$ cat config.mk
export PLATFORM = sky130hd
export DESIGN_NAME = arb2_path_sequencer
export DESIGN_NICKNAME = d
export VERILOG_FILES = /design/src/rtl/arb2_path_sequencer.sv
export SDC_FILE = /design/constraint.sdc
export NUM_CORES = 1
export LEC_CHECK = 0
export CORE_UTILIZATION = 31
export DETAILED_ROUTE_END_ITERATION = 6
export PLACE_DENSITY = 0.86
export REMOVE_ABC_BUFFERS = 1
export SETUP_SLACK_MARGIN = 0.15
export SYNTH_ARGS = -nofsm -noshare
export SYNTH_HDL_FRONTEND = slang
export SYNTH_SLANG_ARGS = --single-unit
$ cat constraint.sdc
create_clock -name clk -period 4.3 [get_ports clk]
set_clock_uncertainty 0.15 [all_clocks]
set_input_delay 0.86 -clock clk [delete_from_list [all_inputs] [get_ports clk]]
set_output_delay 0.86 -clock clk [all_outputs]
set_load 0.02 [all_outputs]
$ cat src/rtl/arb2_path_sequencer.sv
// arb2_path_sequencer: two-requester round-robin arbiter/sequencer driving the
// 2:1 select of a shared WIDTH-bit datapath. Grants last until the owner drops
// its request, sends a final beat, or uses MAX_HOLD beats while the other side
// waits. Optional per-side beat counters are built when ARB2_STATS_EN is
// defined. Arbitration does not depend on that macro.
module arb2_path_sequencer #(
  parameter int unsigned WIDTH    = 32,
  parameter int unsigned MAX_HOLD = 8
) (
  input  logic             clk,
  input  logic             rst_n,
  input  logic             req_a,
  input  logic             last_a,
  input  logic [WIDTH-1:0] data_a,
  input  logic             req_b,
  input  logic             last_b,
  input  logic [WIDTH-1:0] data_b,
  input  logic             out_ready,
  output logic             gnt_a,
  output logic             gnt_b,
  output logic             sel,
  output logic [WIDTH-1:0] out_data,
  output logic             out_valid
`ifdef ARB2_STATS_EN
  ,
  output logic [15:0]      beats_a,
  output logic [15:0]      beats_b
`endif
);

  localparam int unsigned CW = $clog2(MAX_HOLD + 1);

  typedef enum logic [1:0] {
    IDLE  = 2'd0,
    OWN_A = 2'd1,
    OWN_B = 2'd2
  } state_t;

  state_t          state_q, state_d;
  logic            sel_q, sel_d;
  logic            ptr_q, ptr_d;      // 0 = A has priority, 1 = B
  logic [CW-1:0]   cnt_q, cnt_d;

  // Owner-relative view of the inputs, so one release rule serves both sides.
  logic            own_req;
  logic            own_last;
  logic            oth_req;
  logic            beat;
  logic [CW-1:0]   cnt_inc;
  logic            hit_max;
  logic            release_now;

  // Select the current owner's request/last and the waiting side's request.
  always_comb begin
    own_req  = 1'b0;
    own_last = 1'b0;
    oth_req  = 1'b0;
    case (state_q)
      OWN_A: begin
        own_req  = req_a;
        own_last = last_a;
        oth_req  = req_b;
      end
      OWN_B: begin
        own_req  = req_b;
        own_last = last_b;
        oth_req  = req_a;
      end
      default: begin
        own_req  = 1'b0;
        own_last = 1'b0;
        oth_req  = 1'b0;
      end
    endcase
  end

  assign beat        = own_req & out_ready;
  assign cnt_inc     = cnt_q + CW'(1);
  assign hit_max     = (cnt_inc == CW'(MAX_HOLD));
  assign release_now = !own_req || (beat && own_last) || (beat && hit_max && oth_req);

  // Next-state: arbitration from IDLE, release/handoff from the owning states.
  always_comb begin
    state_d = state_q;
    sel_d   = sel_q;
    ptr_d   = ptr_q;
    cnt_d   = cnt_q;
    case (state_q)
      IDLE: begin
        if (req_a && (!req_b || !ptr_q)) begin
          state_d = OWN_A;
        end else if (req_b) begin
          state_d = OWN_B;
        end
      end
      OWN_A, OWN_B: begin
        if (release_now) begin
          // Hand straight to a waiting other side; no idle bubble.
          if (oth_req) begin
            state_d = (state_q == OWN_A) ? OWN_B : OWN_A;
          end else begin
            state_d = IDLE;
          end
          ptr_d = (state_q == OWN_A);
          cnt_d = '0;
        end else if (beat) begin
          // Reaching MAX_HOLD with nobody waiting wraps and keeps the grant.
          cnt_d = hit_max ? '0 : cnt_inc;
        end
      end
      default: begin
        state_d = IDLE;
        cnt_d   = '0;
      end
    endcase

    // Select follows the granted side and keeps its last value while idle.
    if (state_d == OWN_B) begin
      sel_d = 1'b1;
    end else if (state_d == OWN_A) begin
      sel_d = 1'b0;
    end
  end

  // State, select, priority pointer and hold count registers.
  always_ff @(posedge clk or negedge rst_n) begin
    if (!rst_n) begin
      state_q <= IDLE;
      sel_q   <= 1'b0;
      ptr_q   <= 1'b0;
      cnt_q   <= '0;
    end else begin
      state_q <= state_d;
      sel_q   <= sel_d;
      ptr_q   <= ptr_d;
      cnt_q   <= cnt_d;
    end
  end

  assign gnt_a     = (state_q == OWN_A);
  assign gnt_b     = (state_q == OWN_B);
  assign sel       = sel_q;
  assign out_data  = sel_q ? data_b : data_a;
  assign out_valid = (gnt_a & req_a) | (gnt_b & req_b);

`ifdef ARB2_STATS_EN
  logic [15:0] beats_a_q;
  logic [15:0] beats_b_q;
  logic        beat_a;
  logic        beat_b;

  assign beat_a = gnt_a & req_a & out_ready;
  assign beat_b = gnt_b & req_b & out_ready;

  // Saturating completed-beat counters per side.
  always_ff @(posedge clk or negedge rst_n) begin
    if (!rst_n) begin
      beats_a_q <= '0;
      beats_b_q <= '0;
    end else begin
      if (beat_a && (beats_a_q != '1)) beats_a_q <= beats_a_q + 16'd1;
      if (beat_b && (beats_b_q != '1)) beats_b_q <= beats_b_q + 16'd1;
    end
  end

  assign beats_a = beats_a_q;
  assign beats_b = beats_b_q;
`endif

endmodule

==> flow_summary.toml, run 1 <==
[outcome]
status = "complete, no violations"

[floorplan]
core_sq_um = 3128
initial_core_util_pct = 33.20
rows = 20
ios = 107
die_w_um = 59.88
die-height_um = 59.88
die-area_sq_um = 3586

[critical_path]
critical_path_required_ps = 3290
crit_type = "input pin to output pin"
max_stage_delay_ps = 620
path_max_fanout = 8
cp_cell_sequence = "clkdlybuf4s50_1, a22o_2, clkdlybuf4s50_1"
crit_slowest_cell = "clkdlybuf4s50_1"
cpMostUsedCell = "clkdlybuf4s50_1"
start_kind = "input pin"
critPathCaptureType = "output pin"
crit_arrival_ps = 2340

[clock_tree]
cts_buffers = 3
postCtsSetupBuffers = 0
clk_pin_slew_ps = 50
clock-sinks = 8
clockRootBuffer = "clkbuf_4"
cts_tree = "done"
htree_levels = 1
clock_latency_ps = 240
cts_hold_buffers = 0
max-clock-path-buffers = 2
postCtsResizedCells = 0

[final_layout]
multi_input_area_sq_um = 805.8
antenna-diode-count = 0
fin_nets = 286
fillers = 243
finish.instance_area_sq_um = 2167
syn_to_final_growth_pct = 108.7
drive_gt1_share_pct = 13.04
final-seq-area_sq_um = 200.2
stdcell_count = 251

[route]
num_vias = 1252
first_pass_iters = 4
via_per_inst = 4.988
wl_mm = 4.101
wl_per_cell_um = 16.34
drc_errors = 0
dr.first_iter.drc_count = 79
ant_nets = 0

[power_and_ir_drop]
pwr-share-clk_pct = 6.7
switching_power_mw = 0.3398
cellPowerDensity_nw_per_um2 = 364.4
combPwrFrac_pct = 78.8
max-vdd-ir-drop_mv = 0.2104
seqPwrFrac_pct = 14.5
total_leakage_power_nw = 0.8453
intPower_mw = 0.4499
switching_share_pct = 43.03

[synthesis]
ys_seq_area_share_pct = 19.28
netlist.area_leader.share_pct = 20.60
synth_edf_count = 0
synth_cells = 101
synth_warnings = 0
yosysTopAreaCell = "mux2_1"
syn_area_sq_um = 1038
synth_cell_types = 37
ys_top_cells_by_area = "mux2_1, dfrtp_1, mux2_2"
synthArstFlopShare_pct = 100.0
synth-seq-cells = 8
synth_area_per_cell_sq_um = 10.28
synth_ff_type = "dfrtp_1"

[timing]
min_period_ps = 3350
fin_tns_setup_ps = 0
final_max_slew_viol_count = 0
period_share_pct = 77.91
relSlewSlack_pct = 72.10
grt_setup_unrepaired = "no"
finalSetupViolCount = 0
worst_pin_slew_ps = 418.4
timing.final.hold_violations = 0
fmax_mhz = 298.5

[min_path]
hold_class = "flip-flop to flip-flop"

[place]
dpl_cell_area_sq_um = 2145
dp.cells = 248
dp_hpwl_mm = 3.546
gp_congestion = 0.8212
port_buffers = 106

[global_route]
grt_use_total_pct = 23.38
grt_max_degree = 35
grt_overflow_total = 0
grt_antenna_before_repair = 0
grt_pass1_vias = 1312
grt_first_pass_wirelength_mm = 6.106

[job]
drv_cap = 0
## final cells by class
cell class	count	area share, %
Timing Repair Buffer	107	49.31
Multi-Input combinational cell	85	37.18
Sequential cell	8	9.238
Tap cell	44	2.540
Clock buffer	3	1.039
Inverter	4	0.6928
## cell families (layout without fill, tap and decap cells)
group / after synthesis / count (layout) / share of synthesized area (%)
compound gates: 28 / 28 / 23.01
fa+ha+maj: 6 / 6 / 7.229
simple gates: 16 / 16 / 9.518
mux: 35 / 35 / 37.83
buf+inv: 8 / 114 / 3.132
flops: 8 / 8 / 19.28
## through the flow
stage / worst slack (ps) / hold slack (ps) / total power, mW / util (%)
floorplan: 1672 / 314.9 / 0.4741 / -
global placement: 998.9 / 358.6 / 0.7164 / 68.56
detailed placement: 951.3 / 363.3 / 0.7350 / 68.56
CTS: 939.2 / 374.5 / 0.7942 / 69.28
global route: 904.7 / 407.4 / 0.8416 / 69.28
finish: 949.9 / 371.9 / 0.7897 / 69.28
## worst max-delay path, delay by kind of cell
kind / cells / cell delay (ps)
AOI/OAI and AO/OA: 1 / 250
buffers and inverters: 2 / 1230
## registers in the layout, indices dropped and copies added (netlist names)
register / count
ptr_q: 1
cnt_q: 4
sel: 1
state_q: 2
## synth_stat cells, types with 2 or more instances
master and number:
mux2_1 19, mux2_2 15, dfrtp_1 8, ha_1 6
inv_1 4, o211ai_1 4, a21oi_1 3, nand2_1 3
nor2b_1 3, o21ai_1 3, buf_2 2, clkbuf_1 2
nand2b_1 2, nor3b_1 2, o211ai_2 2, o21ai_0 2
## metal layers
metal  track usage [%]  routed length (um)  up-vias
met3             6.710                 367        8
met5                 0                   0        -
met1             22.11                1449      571
met4             10.30                  82        0
li1                  -                   -      602
met2             45.71                2201       71
## power groups by stage
stage	registers, mW	clock network, mW	logic, mW
6_report	0.115	0.0527	0.622
5_1_grt	0.117	0.0629	0.661
4_1_cts	0.115	0.0566	0.623
3_5_place_dp	0.116	0	0.619
3_3_place_gp	0.114	0	0.603
2_1_floorplan	0.136	0	0.338
## path summary, 6_finish.rpt
path	start	endpoint	slack (ps)	depth (start not counted)
setup reg to reg	state_q[1]$_DFF_PN0_	sel$_DFFE_PN0P_	1630	8
min in group asynchronous	rst_n	state_q[1]$_DFF_PN0_	730	1
hold / removal	ptr_q$_DFFE_PN0P_	ptr_q$_DFFE_PN0P_	370	1
setup / recovery	req_a	out_valid	950	3
hold reg to reg	ptr_q$_DFFE_PN0P_	ptr_q$_DFFE_PN0P_	370	1
max in group asynchronous	rst_n	cnt_q[0]$_DFFE_PN0P_	3020	1
## layout by cell type, fill, tap and decap left out, types with 2 or more instances in the layout
cell             count
clkdlybuf4s50_1    106
mux2_1              19
mux2_2              15
dfrtp_1              8
ha_1                 6
inv_1                4
o211ai_1             4
o21ai_1              3
nor2b_1              3
a21oi_1              3
nand2_1              3
clkbuf_4             3
o211ai_2             2
o21ai_0              2
nand2b_1             2
nor3b_1              2
No activity file was read; power rests on OpenSTA's default activity.
==> inputs of run 2 (changes only) <==
Settings changed: CORE_UTILIZATION 31 to 29, PLACE_DENSITY 0.86 to 0.81.
Clock period 4.3 ns to 3.45 ns, I/O delays scaled along.
==> run 2 against run 1 <==
  * Non-clock buffer count unchanged
  * Die area up 6.7%
  * Total power up 26%
  * Routed wire length up 3.2%
  * Register-to-register slack worse by 850 ps
  * Cell area up 0.69%
  * First-iteration DRC count down 1.3%
==> flow_summary.toml, run 2 (same netlist as run 1, synthesis figures left out) <==
[final_layout]
fin_nets = 286
top_register = "cnt_q"
layout_common_cells = "clkdlybuf4s50_1, mux2_1, mux2_2"
final_common_cell = "clkdlybuf4s50_1"
reg_top3 = "cnt_q x4, state_q x2"
syn_to_final_growth_pct = 110.1
largest_reg_flops = 4
utilization_pct = 64.38
drive_gt1_share_pct = 13.04
stdcell_count = 253
antenna-diode-count = 0

[clock_tree]
clk_pin_slew_ps = 50
htree_levels = 1
clock-sinks = 8
cts_buffers = 3
cts_hold_buffers = 0
cts_tree = "done"
postCtsSetupBuffers = 0
clockRootBuffer = "clkbuf_4"
max-clock-path-buffers = 2
clock_latency_ps = 240
postCtsResizedCells = 0

[place]
detailedPlace.worstSlack_ps = 357.1
dp_hpwl_mm = 3.613
gp_congestion = 0.8729
dp.cells = 250
port_buffers = 106

[outcome]
status = "complete, no violations"

[power_and_ir_drop]
total_leakage_power_nw = 0.8486
cellPowerDensity_nw_per_um2 = 454.8
max-vdd-ir-drop_mv = 0.1917
power_mw = 0.9924

[floorplan]
die-height_um = 61.84
rows = 21
die-area_sq_um = 3824
ios = 107
core_sq_um = 3390
die_w_um = 61.84
initial_core_util_pct = 30.64

[timing]
relSlewSlack_pct = 62.66
grt_setup_unrepaired = "no"
fin_tns_setup_ps = 0
final_max_slew_viol_count = 0
fmax_mhz = 333.4
min_period_ps = 2999
finalSetupViolCount = 0
worst_slack_ps = 450.9
timing.final.hold_violations = 0
worst_pin_slew_ps = 560.2
period_share_pct = 86.93

[global_route]
grt_pass1_vias = 1261
grt_first_pass_wirelength_mm = 6.134
grt_antenna_before_repair = 0
grt_use_total_pct = 22.46
grt_max_degree = 24
grt_overflow_total = 0

[critical_path]
reg2reg_depth = 8
path_max_fanout = 8
critPathCaptureType = "output pin"
cp_num_cells = 3
cp_cell_sequence = "clkdlybuf4s50_1, a22o_2, clkdlybuf4s50_1"
crit_family = "buffers and inverters"
crit_arrival_ps = 2160
rrSetupSlack_ps = 780
start_kind = "input pin"
critical_path_required_ps = 2610
path_buf_inv = 2
max_stage_delay_ps = 610
crit_slowest_cell = "clkdlybuf4s50_1"
cpMostUsedCell = "clkdlybuf4s50_1"
crit_type = "input pin to output pin"

[route]
wl_met3_um = 386
dr.first_iter.drc_count = 78
num_vias = 1245
wl_per_cell_um = 16.73
via_per_inst = 4.921
drc_errors = 0
met1_length_mm = 1.534
wl_mm = 4.232
ant_nets = 0
first_pass_iters = 4
highest_layer = "met4"
wl_met2_mm = 2.122

[min_path]
hold_class = "flip-flop to flip-flop"
hold_path_depth = 1

[job]
drv_cap = 0
==> run 2: cell types whose count changed in the layout (fill, tap and decap cells not counted) <==
| cell | before | now |
|---|---|---|
| buf_12 | 0 | 1 |
| buf_4 | 1 | 0 |
==> run 2: per-stage QoR <==
| step | hold WS, ps | instance area, sq um |
|---|---|---|
| final | 367.8 | 2182 |
| after global placement | 365.1 | 2160 |
| after detailed placement | 359.1 | 2160 |
| after floorplan | 244.4 | 1021 |
| after global routing | 398.6 | 2182 |
| after CTS | 370.7 | 2182 |
==> run 2: report_power, final <==
part	switching [mW]	total, mW	internal (mW)
registers	0.0408	0.159	0.119
logic	0.357	0.767	0.410
clock network	0.0266	0.0661	0.0395
==> run 2: cell type report <==
type	count	area, sq um
sequential	8	200.2
inverter	4	15.01
multi-input combinational	85	805.8
tap	46	57.56
timing repair buffer	107	1081
fill	269	1207
clock buffer	3	22.52
==> run 2: final timing paths <==
path	from	endpoint
hold / removal	ptr_q$_DFFE_PN0P_	ptr_q$_DFFE_PN0P_
max in group asynchronous	rst_n	cnt_q[3]$_DFFE_PN0P_
setup reg to reg	state_q[1]$_DFF_PN0_	sel$_DFFE_PN0P_
hold reg to reg	ptr_q$_DFFE_PN0P_	ptr_q$_DFFE_PN0P_
min in group asynchronous	rst_n	ptr_q$_DFFE_PN0P_
setup / recovery	req_a	out_valid
==> run 2: per-layer routing <==
| layer | GRT usage [%] | vias up |
|---|---|---|
| met5 | 0 | - |
| met4 | 12.38 | 0 |
| met3 | 7.867 | 16 |
| met2 | 41.63 | 74 |
| met1 | 21.60 | 554 |
| li1 | - | 601 |
==> run 2: worst reg2reg max path: cells and delay by family (launching register included) <==
family                   cells  cell delay [ps]
adder cells (fa/ha/maj)      2              630
multiplexers                 1              320
buffers and inverters        1              120
flip-flops                   1              410
AO/OA/AOI/OAI                3              700
AND/OR/NAND/NOR              1              220
==> inputs of run 3 (changes only) <==
Settings changed: SLEW_MARGIN from default to 40.
==> results of run 3 <==
No change in the layout: final DEF, timing and power equal those of run 2.
